$ cat src/rtl/sprite_arb_pkg.sv
// Sprite ROM arbiter shared types and helpers.
// Round-robin pick helper works on up to 8 requesters.
package sprite_arb_pkg;

  typedef enum logic {
    IDLE,
    BURST
  } state_t;

  localparam int N_REQ_DEF = 4;
  localparam int ID_W      = $clog2(N_REQ_DEF);
  localparam int PICK_W    = 8;

  // First set bit of v at or after ptr, wrapping at n.
  function automatic logic [PICK_W-1:0] rr_pick(
    input logic [PICK_W-1:0] v,
    input logic [2:0]        ptr,
    input int                n
  );
    logic [PICK_W-1:0] g;
    logic [2:0]        k;
    g = '0;
    for (int i = 0; i < PICK_W; i++) begin
      k = 3'((int'(ptr) + i) % n);
      if (i < n && g == '0 && v[k]) g[k] = 1'b1;
    end
    return g;
  endfunction

endpackage

$ cat src/rtl/sprite_rom_arbiter_pick.sv
// rr_pick_arbiter: one-hot round-robin pick.
// mask0 gives requester 0 absolute priority.
module rr_pick_arbiter
  import sprite_arb_pkg::*;
#(
  parameter int N_REQ = 4,
  parameter int IW    = $clog2(N_REQ)
) (
  input  logic [N_REQ-1:0] valid,
  input  logic [IW-1:0]    ptr,
  input  logic             mask0,
  output logic [N_REQ-1:0] grant,
  output logic [IW-1:0]    gid,
  output logic             any
);

  logic [PICK_W-1:0] v8;
  logic [PICK_W-1:0] g8;
  logic              unused_hi;

  // Rotating pick; requester 0 pre-empts the rotation when masked.
  always_comb begin
    v8 = '0;
    v8[N_REQ-1:0] = valid;
    if (mask0) v8[0] = 1'b0;
    g8 = rr_pick(v8, 3'(ptr), N_REQ);
    if (mask0 && valid[0]) g8 = 8'd1;
  end

  assign grant     = g8[N_REQ-1:0];
  assign unused_hi = ^g8;
  assign any       = |valid;

  // One-hot to index.
  always_comb begin
    gid = '0;
    for (int i = 0; i < N_REQ; i++)
      if (grant[i]) gid = IW'(i);
  end

endmodule

$ cat src/rtl/sprite_rom_arbiter.sv
// Shares one sync sprite ROM among N_REQ burst fetchers.
// Define SPRITE_ARB_HIPRI_EN to give requester 0 priority.
module sprite_rom_arbiter
  import sprite_arb_pkg::*;
#(
  parameter int N_REQ   = N_REQ_DEF,
  parameter int ADDR_W  = 9,
  parameter int DATA_W  = 8,
  parameter int LEN_W   = 4,
  parameter int ROM_LAT = 1
) (
  input  logic                      clock,
  input  logic                      reset,
  input  logic [N_REQ-1:0]          req_valid,
  input  logic [N_REQ*ADDR_W-1:0]   req_addr,
  input  logic [N_REQ*LEN_W-1:0]    req_len,
  output logic [N_REQ-1:0]          req_ready,
  output logic [ADDR_W-1:0]         rom_addr,
  output logic                      rom_en,
  input  logic [DATA_W-1:0]         rom_data,
  output logic                      rsp_valid,
  output logic [$clog2(N_REQ)-1:0]  rsp_id,
  output logic [DATA_W-1:0]         rsp_data,
  output logic                      rsp_last,
  output logic                      busy
);

  localparam int IW = $clog2(N_REQ);

  state_t             state;
  logic [ADDR_W-1:0]  cur;
  logic [LEN_W-1:0]   cnt;
  logic [IW-1:0]      id;
  logic [IW-1:0]      rr;
  logic [IW-1:0]      rr_nxt;
  logic [IW-1:0]      ptr;
  logic               last;
  logic               arb;
  logic               take;
  logic               any;
  logic               mask0;
  logic [N_REQ-1:0]   grant;
  logic [IW-1:0]      gid;
  logic [ROM_LAT-1:0] pv;
  logic [ROM_LAT-1:0] pl;
  logic [IW-1:0]      pid [ROM_LAT];

`ifdef SPRITE_ARB_HIPRI_EN
  assign mask0 = 1'b1;

  // Rotation skips requester 0; its bursts leave the pointer alone.
  always_comb begin
    rr_nxt = id + IW'(1);
    if (id == '0)
      rr_nxt = rr;
    else if (int'(id) == N_REQ - 1)
      rr_nxt = IW'(1);
  end
`else
  assign mask0 = 1'b0;

  // Pointer moves just past the finishing owner.
  always_comb begin
    rr_nxt = id + IW'(1);
    if (int'(id) == N_REQ - 1) rr_nxt = '0;
  end
`endif

  assign last = (state == BURST) && (cnt == '0);
  assign arb  = (state == IDLE) || last;
  assign ptr  = (state == BURST) ? rr_nxt : rr;
  assign take = arb && any;

  rr_pick_arbiter #(
    .N_REQ (N_REQ),
    .IW    (IW)
  ) u_pick (
    .valid (req_valid),
    .ptr   (ptr),
    .mask0 (mask0),
    .grant (grant),
    .gid   (gid),
    .any   (any)
  );

  assign req_ready = arb ? grant : '0;
  assign rom_en    = (state == BURST);
  assign rom_addr  = cur;

  // Burst FSM; a last beat can chain straight into the next grant.
  always_ff @(posedge clock) begin
    if (reset) begin
      state <= IDLE;
      cur   <= '0;
      cnt   <= '0;
      id    <= '0;
      rr    <= '0;
    end else begin
      unique case (state)
        IDLE: ;
        BURST: begin
          cur <= cur + ADDR_W'(1);
          cnt <= cnt - LEN_W'(1);
          if (last) begin
            rr    <= rr_nxt;
            state <= IDLE;
          end
        end
        default: state <= IDLE;
      endcase
      if (take) begin
        cur   <= req_addr[int'(gid)*ADDR_W +: ADDR_W];
        cnt   <= req_len[int'(gid)*LEN_W +: LEN_W];
        id    <= gid;
        state <= BURST;
      end
    end
  end

  // Tag delay line matching the ROM read latency.
  always_ff @(posedge clock) begin
    if (reset) begin
      pv <= '0;
      pl <= '0;
      for (int i = 0; i < ROM_LAT; i++) pid[i] <= '0;
    end else begin
      pv[0]  <= rom_en;
      pl[0]  <= last;
      pid[0] <= id;
      for (int i = 1; i < ROM_LAT; i++) begin
        pv[i]  <= pv[i-1];
        pl[i]  <= pl[i-1];
        pid[i] <= pid[i-1];
      end
    end
  end

  assign rsp_valid = pv[ROM_LAT-1];
  assign rsp_last  = pl[ROM_LAT-1];
  assign rsp_id    = pid[ROM_LAT-1];
  assign rsp_data  = rom_data;
  assign busy      = rom_en | (|pv);

endmodule
$ cat config.mk
export PLATFORM = sky130hd
export DESIGN_NAME = sprite_rom_arbiter
export DESIGN_NICKNAME = d
export VERILOG_FILES = /design/src/rtl/sprite_arb_pkg.sv /design/src/rtl/sprite_rom_arbiter_pick.sv /design/src/rtl/sprite_rom_arbiter.sv
export SDC_FILE = /design/constraint.sdc
export NUM_CORES = 1
export LEC_CHECK = 0
export ABC_CLOCK_PERIOD_IN_PS = 9700
export CAP_MARGIN = 20
export CORE_ASPECT_RATIO = 1.4
export CORE_MARGIN = 4
export CORE_UTILIZATION = 47
export DETAILED_ROUTE_END_ITERATION = 16
export GPL_TIMING_DRIVEN = 1
export PLACE_DENSITY = 0.95
export RECOVER_POWER = 50
export SETUP_SLACK_MARGIN = 0.3
export SYNTH_ARGS = -nofsm -noshare
export SYNTH_HDL_FRONTEND = slang
export SYNTH_SLANG_ARGS = --single-unit
$ cat constraint.sdc
create_clock -name clock -period 9.7 [get_ports clock]
set_clock_uncertainty 0.1 [all_clocks]
set_input_delay 1.94 -clock clock [delete_from_list [all_inputs] [get_ports clock]]
set_output_delay 1.94 -clock clock [all_outputs]
set_load 0.02 [all_outputs]
==> After elaboration in Yosys (flattened, before gate mapping) <==
Memories as Yosys holds them, arrays and structs flattened.
Cells that the tools add are included.
{ "word_totals": {"reg_bits": 20, "ram_bits": 2, "input_bits": 66, "out_inout_bits": 27, "word_cells": 93, "n_memories": 1} }
{ "memory_table": {"columns": ["name", "depth", "width", "read_ports", "rd_clocked_by_memory_dff", "write_ports", "line_no", "source"], "rows": [
  ["pid", 1, 2, 1, 0, 1, "sprite_rom_arbiter.sv:46", "logic [IW-1:0] pid [ROM_LAT];"]
]} }
{ "classes": {"add_sub_neg": 6, "multipliers": 1, "order_cmp": 8, "eq_ne": 1, "shift": 2, "mux": 38, "bitwise_logic": 8, "reduce_logical": 21} }
{ "op_table": {"columns": ["cell", "count"], "rows": [
  ["indexed part select 36 x 7 -> 9 bit", 1],
  ["zero test 8 bit", 3],
  ["2-to-1 mux 4 bit", 5],
  ["2-to-1 mux 9 bit", 2],
  ["2-to-1 mux 1 bit", 16],
  ["2-to-1 mux 8 bit", 2],
  ["bitwise OR 8 bit", 2],
  ["indexed part select 16 x 5 -> 4 bit", 1],
  ["less-than comparator 3 x 4 -> 1 bit (second input constant)", 3],
  ["2-to-1 mux 2 bit", 5],
  ["adder 9 x 1 -> 9 bit (second input constant)", 1],
  ["binary-select mux 1 bit (select 3 bit)", 3],
  ["demux 1 bit (select 3 bit)", 3],
  [">= comparator 3 x 1 -> 1 bit (second input constant)", 3],
  ["logical AND 1 bit", 9],
  ["OR reduction 2 bit", 4],
  ["multiplier 2 x 4 -> 6 bit (second input constant)", 1],
  ["adder 2 x 1 -> 2 bit (second input constant)", 2],
  ["adder 2 bit (second input constant)", 2],
  ["zero test 4 bit", 1],
  ["less-than comparator 2 x 4 -> 1 bit (second input constant)", 1],
  ["bitwise OR 4 bit", 1],
  ["OR reduction 4 bit", 1],
  ["subtractor 4 x 1 -> 4 bit (second input constant)", 1],
  ["other kinds (10)", 12]
]} }

==> Logic depth before layout (Yosys ltp) <==
Gate-level depths: netlist of the first run.
{ "logic_depth": {"ltp_word": 24, "ltp_mapped": 16} }

==> By module <==
Synthesis of the first run repeated with hierarchy kept, for this count alone.
{ "unflattened": {"cells_unflattened": 229, "area_unflattened_um2": 2108.3} }
{ "modules_own_cells": {"columns": ["module", "n_inst", "cells_each", "area_each_um2", "seq_area_each_um2"], "rows": [
  ["sprite_rom_arbiter", 1, 159, 1555.2, 440.4],
  ["rr_pick_arbiter", 1, 70, 553.0, 0.0]
]} }

==> Worst setup path after synthesis of the first run <==
Ideal clock, no wire load.
{ "synth_timing": {"path_type": "input -> output", "start": "input req_valid[3]", "end": "output req_ready[2]", "arrival_ns": 3.997, "slack_ns": 3.663, "stages": 7, "cell_sequence": "inv_1 > mux4_2 > o311a_4 > a311oi_4 > a41oi_2 > buf_2 > nor2_1"} }
{ "synth_via": {"elab_chain_len": 13, "elab_cells_between_ends": 22, "classes_between": "mux (13); bitwise (3); reduce/logical (6)"} }
{ "synth_rtl": {"columns": ["item", "line_no", "source"], "rows": [
  ["from (decl)", "sprite_rom_arbiter.sv:14", "input logic [N_REQ-1:0] req_valid,"],
  ["binary-select mux 1 bit (select 2 bit)", "sprite_arb_pkg.sv:25", "if (i < n && g == '0 && v[k]) g[k] = 1'b1;"],
  ["2-to-1 mux 1 bit (not written as such)", "sprite_arb_pkg.sv:25", null],
  ["2-to-1 mux 4 bit", "sprite_arb_pkg.sv:25", null],
  ["zero test 8 bit", "sprite_arb_pkg.sv:25", null],
  ["logical AND 1 bit", "sprite_arb_pkg.sv:25", null],
  ["2-to-1 mux 8 bit", "sprite_arb_pkg.sv:25", null],
  ["zero test 8 bit", "sprite_arb_pkg.sv:25", null],
  ["logical AND 1 bit", "sprite_arb_pkg.sv:25", null],
  ["2-to-1 mux 8 bit", "sprite_arb_pkg.sv:25", null],
  ["zero test 8 bit", "sprite_arb_pkg.sv:25", null],
  ["logical AND 1 bit", "sprite_arb_pkg.sv:25", null],
  ["2-to-1 mux 4 bit (*)", "sprite_arb_pkg.sv:25", null],
  ["2-to-1 mux 4 bit (*)", "sprite_rom_arbiter.sv:86", "assign req_ready = arb ? grant : '0;"],
  ["to (decl)", "sprite_rom_arbiter.sv:17", "output logic [N_REQ-1:0] req_ready,"]
]} }
Every way passes the cells marked *; elsewhere a longest branch is shown, timed or not. The select of a mux whose other input is x is not followed.

==> Final worst setup path of the first run <==
Ends and elaborated chain as after synthesis.

==> flow_metrics.env, run 1 <==
export IMPL_routed_wl_um=7100
export IMPL_wl_met1_um=2520
export IMPL_dr_pass1_iters=6
export IMPL_cts_root_buf="clkbuf_8"
export IMPL_drc=0
export IMPL_synth_top_area_share=0.197
export IMPL_num_io_pins=93
export IMPL_cp_max_fo=16
export IMPL_synth_cell_area_mm2=0.00224
export IMPL_cap_violations=0
export IMPL_internal_power_uw=474
export IMPL_nets=405
export IMPL_antenna_found_initial=0
export IMPL_numCtsBuffers=3
export IMPL_dr_total_vias=2447
export IMPL_grt_pass1_vias=2434
export IMPL_synth_edf_count=0
export IMPL_syn_nets=343
export IMPL_finalHoldViolCount=0
export IMPL_holdBufCountCts=0
export IMPL_synth_seq_area_share=0.197
export IMPL_rows=29
export IMPL_wl_met3_um=427
export IMPL_fp_dieW_um=66.4
export IMPL_syn_inst=265
export IMPL_leakage_nw=1.23
export IMPL_power_switching_uw=483
export IMPL_most_common_layout_cells="clkdlybuf4s50_1 (61), nor2_1 (25), dfxtp_1 (22)"
export IMPL_hold_path_class="flip-flop to flip-flop"
export IMPL_cts_buffer_depth=2
export IMPL_route_met2_wl_um=3850
export IMPL_vias_per_cell=6.32
export IMPL_finalCritPeriodShare=0.767
export IMPL_antennaDiodeCount=0
export IMPL_routed_top_layer="met4"
export IMPL_clk_latency_ns=0.27
export IMPL_cts_sinks=22
export IMPL_cts_tree="yes"
export IMPL_place_inst=384
export IMPL_die_y_um=89.7
export IMPL_yosysWarningCount=0
export IMPL_max_freq_ghz=0.134
export IMPL_slew_headroom=0.342
export IMPL_coreArea_mm2=0.00457
export IMPL_maxSlewViolCount=0
export IMPL_drt_wirelength_per_cell_um=18.3
export IMPL_cp_required_ns=7.66
export IMPL_dp_hpwl_um=5490
export IMPL_fillCellCount=383
export IMPL_rsz0062_at_grt="no"
export IMPL_layout_drive_gt1_share=0.0677
export IMPL_initial_core_util=0.490
export IMPL_crit_path_end_kind="output port"
export IMPL_dieArea_mm2=0.00595
export IMPL_peakVddDrop_uv=156
export IMPL_power_density_mw_per_mm2=319
export IMPL_synthTopCellsByArea="dfxtp_1 (20%), ha_1 (6.7%), mux2i_1 (5.8%), a21oi_1 (4.5%), nor2_1 (4.2%)"
export IMPL_path_class="input pin to output port"
export IMPL_cpMostUsedCell="clkdlybuf4s50_1"
export IMPL_areaGrowthSynthToFinish_pct=33.9
export IMPL_grt_pass1_wl_um=11400
export IMPL_cp_slowest_cell="clkdlybuf4s50_1"
export IMPL_drt_initial_drc_count=227
export IMPL_clk_pin_slew_worst_paths_ns=0.08
export IMPL_layout_commonest_cell="clkdlybuf4s50_1"
export IMPL_synth_largest_area_cell="dfxtp_1"
export IMPL_worst_r2r_path_depth=12
export IMPL_ys_async_sr_fraction=0
export IMPL_final_antenna_net_count=0
export IMPL_grt_ovfl_total=0
export IMPL_synthDistinctLibCells=67
export IMPL_pwr_share_comb=0.780
export IMPL_fin_hold_ws_ns=0.403
export IMPL_gp_congestion=0.934
export IMPL_cp_slowest_stage_delay_ns=0.64
export IMPL_cp_data_arrival_time_ns=5.40
export IMPL_path_cells="clkdlybuf4s50_1, inv_1, mux4_2, o311a_4, a311oi_4, a41oi_2, nor2_1, clkdlybuf4s50_1"
export IMPL_syn_avg_cell_area_um2=8.46
export IMPL_p_seq_frac=0.160
export IMPL_cp_start_kind="input pin"
export IMPL_hold_depth=1
export IMPL_grt_use_total=0.237
export IMPL_sw_frac_of_total=0.505
export IMPL_min_period_ns=7.44
export IMPL_clock_power_share=0.060
export IMPL_post_cts_setup_buffers=0
export IMPL_status="completed"
export IMPL_cts_htree_levels=1
export IMPL_grt_max_degree=24
export IMPL_ys_flop_type="dfxtp_1"
export IMPL_cts_resized=0
export IMPL_max_slew_worst_pin_slew_ns=0.984
export IMPL_ys_ff_latch=22
export IMPL_fin_cells=387
export IMPL_port_buffers=76
export IMPL_setup_violations=0
export IMPL_final_setup_tns_ns=0
power by group through the flow:
stage | logic [mW] | clock network [mW] | registers (mW)
2_1_floorplan | 0.537 | 0 | 0.166
3_3_place_gp | 0.720 | 0 | 0.153
3_5_place_dp | 0.733 | 0 | 0.154
4_1_cts | 0.739 | 0.0580 | 0.153
5_1_grt | 0.799 | 0.0608 | 0.157
6_report | 0.746 | 0.0578 | 0.153
cell families after synthesis:
| group | count (synthesis) | synth area share |
|---|---|---|
| compound gates | 87 | 0.318 |
| xor+xnor | 5 | 0.0195 |
| fa+ha+maj | 12 | 0.0670 |
| buf+inv | 34 | 0.0821 |
| flops | 22 | 0.197 |
| mux | 19 | 0.108 |
| simple gates | 86 | 0.208 |
layer usage:
layer / vias to the layer above / track usage
li1: 1131 / -
met1: 1148 / 0.257
met2: 128 / 0.433
met3: 40 / 0.0362
met4: 0 / 0.107
met5: - / 0
per-stage QoR:
stage                      util  setup WS [ns]  area (um2)  total power [mW]
after floorplan               -           3.66        2240             0.703
after global placement    0.647           2.41        2960             0.873
after detailed placement  0.647           2.31        2960             0.888
after CTS                 0.656           2.31        3000             0.949
after global routing      0.656           2.12        3000              1.02
final                     0.656           2.26        3000             0.957
sequential cells by signal (all words and copies together) (netlist names):
name / flops
cnt: 4
id: 2
pid: 2
rom_addr: 9
rom_en: 1
rr: 2
rsp_last: 1
rsp_valid: 1
path summary, 6_finish.rpt:
path / start / end / slack (ns)
setup / recovery: req_valid[3] / req_ready[2] / 2.26
hold / removal: id[1]$_SDFFE_PP0P_ / pid[0][1]$_SDFF_PP0_ / 0.40
setup reg to reg: rom_en$_SDFF_PP0_ / rom_addr[7]$_SDFFE_PP0P_ / 4.67
hold reg to reg: id[1]$_SDFFE_PP0P_ / pid[0][1]$_SDFF_PP0_ / 0.40
area by class of cell:
class,count,area [um2],share of cell area
multi-input cells,209,1620,0.539
repair buffers,78,776,0.259
flip-flops and latches,22,440,0.147
well taps,62,77.6,0.0259
inverters,13,48.8,0.0163
clock buffers,3,41.3,0.0138
critical path, delay by kind of cell:
family | cells | cell delay (ns)
buffers and inverters | 3 | 1.32
AOI/OAI and AO/OA | 3 | 1.24
muxes | 1 | 0.60
and+or+nand+nor | 1 | 0.29
cells in the mapped netlist, drive strengths merged (4+ instances only):
cell / count
a211o: 7
a221oi: 11
and2: 8
a21oi: 20
xor2: 4
nor2b: 7
and3: 4
ha: 12
inv: 13
nand3: 5
buf: 17
clkbuf: 4
nor2: 26
nor3: 8
or3: 4
nand2: 9
dfxtp: 22
o21ai: 7
a211oi: 6
mux2i: 14
Power figures use the tool's default switching activity.
==> inputs of run 2 (changes only) <==
- ABC_CLOCK_PERIOD_IN_PS: 9700 -> 7430
- CORE_UTILIZATION: 47 -> 44
- PLACE_DENSITY: 0.95 -> 0.91
- clock period: 9.7 -> 7.43 ns (I/O delays scaled with it)
==> run 2 against run 1 <==
Setup slack lost 1.5 ns; critical path depth grew 3; register-to-register slack got worse by 2.2 ns; total power up 35%; hold slack worse by 0.012 ns; sequential share of layout area is 0.16 points lower; global-route usage is 0.91 points lower; combinational power is 31% higher; sequential power up 31%; core utilization is 3.5 points lower; flip-flop and latch count unchanged.
==> flow_metrics.env, run 2 (synthesized netlist as in run 1, its figures left out) <==
export IMPL_cts_htree_levels=1
export IMPL_cp_max_fo=20
export IMPL_peakVddDrop_uv=185
export IMPL_dieArea_mm2=0.00632
export IMPL_holdBufCountCts=0
export IMPL_hold_path_class="flip-flop to flip-flop"
export IMPL_hold_depth=1
export IMPL_cts_sinks=22
export IMPL_max_freq_ghz=0.150
export IMPL_cts_tree="yes"
export IMPL_grt_ovfl_total=0
export IMPL_grt_use_total=0.228
export IMPL_fp_dieW_um=68.3
export IMPL_antennaDiodeCount=0
export IMPL_final_setup_tns_ns=0
export IMPL_dp_hpwl_um=5650
export IMPL_slew_headroom=0.347
export IMPL_dr_total_vias=2445
export IMPL_cts_buffer_depth=2
export IMPL_nets=405
export IMPL_path_class="flip-flop to output port"
export IMPL_clk_latency_ns=0.27
export IMPL_drt_initial_drc_count=254
export IMPL_rows=30
export IMPL_cts_root_buf="clkbuf_8"
export IMPL_crit_path_end_kind="output port"
export IMPL_reg2reg_to="rom_addr[4]$_SDFFE_PP0P_"
export IMPL_port_buffers=76
export IMPL_fin_cells=390
export IMPL_areaGrowthSynthToFinish_pct=35.3
export IMPL_place_inst=386
export IMPL_vias_per_cell=6.27
export IMPL_die_y_um=92.4
export IMPL_coreArea_mm2=0.00488
export IMPL_status="completed"
export IMPL_post_cts_setup_buffers=0
export IMPL_fin_hold_ws_ns=0.391
export IMPL_antenna_found_initial=0
export IMPL_drt_wirelength_per_cell_um=18.3
export IMPL_finalPower_mw=1.29
export IMPL_drc=0
export IMPL_whs_endpoint="pid[0][1]$_SDFF_PP0_"
export IMPL_most_common_layout_cells="clkdlybuf4s50_1 (62), nor2_1 (25), dfxtp_1 (22)"
export IMPL_cts_resized=0
export IMPL_power_density_mw_per_mm2=426
export IMPL_reg2reg_from="rom_en$_SDFF_PP0_"
export IMPL_cp_data_arrival_time_ns=5.07
export IMPL_cap_violations=0
export IMPL_numCtsBuffers=3
export IMPL_rsz0062_at_grt="no"
export IMPL_dr_pass1_iters=5
export IMPL_maxSlewViolCount=0
export IMPL_grt_pass1_vias=2515
export IMPL_layout_commonest_cell="clkdlybuf4s50_1"
export IMPL_cp_start_kind="flip-flop"
export IMPL_min_period_ns=6.65
export IMPL_largest_reg_flops=9
export IMPL_grt_pass1_wl_um=11300
export IMPL_worst_r2r_path_depth=12
export IMPL_setup_violations=0
export IMPL_finalCritPeriodShare=0.896
export IMPL_initial_core_util=0.459
export IMPL_r2r_slack_ns=2.47
export IMPL_worstHoldStart="id[1]$_SDFFE_PP0P_"
export IMPL_final_antenna_net_count=0
export IMPL_max_slew_worst_pin_slew_ns=0.976
export IMPL_routed_wl_um=7140
export IMPL_leakage_nw=1.24
export IMPL_num_io_pins=93
export IMPL_cp_required_ns=5.84
export IMPL_finalHoldViolCount=0
export IMPL_layout_drive_gt1_share=0.0706
export IMPL_grt_max_degree=24
export IMPL_clk_pin_slew_worst_paths_ns=0.09
export IMPL_gp_congestion=1.02
run 2: cell count changes in the layout (fill, tap and decap cells not counted):
cell             previous run  this run
and2_0                      1         0
and2_1                      7         8
bufinv_16                   0         1
clkdlybuf4s50_1            61        62
dlygate4sd3_1              15        14
run 2: final cells by class:
class	count	area [um2]
multi-input combinational	209	1620
sequential	22	440
inverter	13	48.8
clock buffer	3	41.3
clock inverter	1	30.0
tap	64	80.1
fill	420	1850
timing repair buffer	78	776
run 2: how the worst max path moves through the flow:
stage	from	endpoint	depth (start not counted)
after floorplan	req_valid[3]	req_ready[2]	7
after global placement	req_valid[3]	req_ready[2]	8
after detailed placement	req_valid[3]	req_ready[2]	8
after CTS	rom_en$_SDFF_PP0_	req_ready[2]	11
after global routing	rom_en$_SDFF_PP0_	req_ready[2]	12
final	rom_en$_SDFF_PP0_	req_ready[2]	11
run 2: through the flow:
step	util	worst slack (ns)	area (um2)
finish	0.622	0.775	3030
global placement	0.607	1.10	2960
global route	0.622	0.515	3030
floorplan	-	2.30	2240
detailed placement	0.607	0.948	2960
CTS	0.622	0.840	3030
run 2: critical path: stages, from the launching register on:
cell             delay, ns
dfxtp_1               0.80
mux2i_4               0.53
inv_1                 0.21
ha_1                  0.31
or3_1                 0.43
o21ai_0               0.14
o22ai_1               0.18
o311a_4               0.42
a311oi_4              0.35
a41oi_2               0.48
nor2_1                0.31
clkdlybuf4s50_1       0.64
run 2: routing by layer:
metal  wire length [um]  track usage  vias to the layer above
met1               2590        0.242                     1160
met4                360        0.144                        0
met5                  0            0                        -
met3                442       0.0303                       34
met2               3740        0.404                      114
li1                   -            -                     1137
run 2: where the power goes:
part | total, mW | switching, mW | internal (mW) | leakage (nW)
logic | 0.978 | 0.554 | 0.424 | 1.03
clock network | 0.114 | 0.0418 | 0.0721 | 0.0357
registers | 0.200 | 0.0410 | 0.159 | 0.182
total | 1.29 | 0.637 | 0.655 | 1.24
==> inputs of run 3 (changes only) <==
- CTS_CLUSTER_SIZE: default -> 16
==> results of run 3 <==
No change in the layout: final DEF, timing and power equal those of run 2.
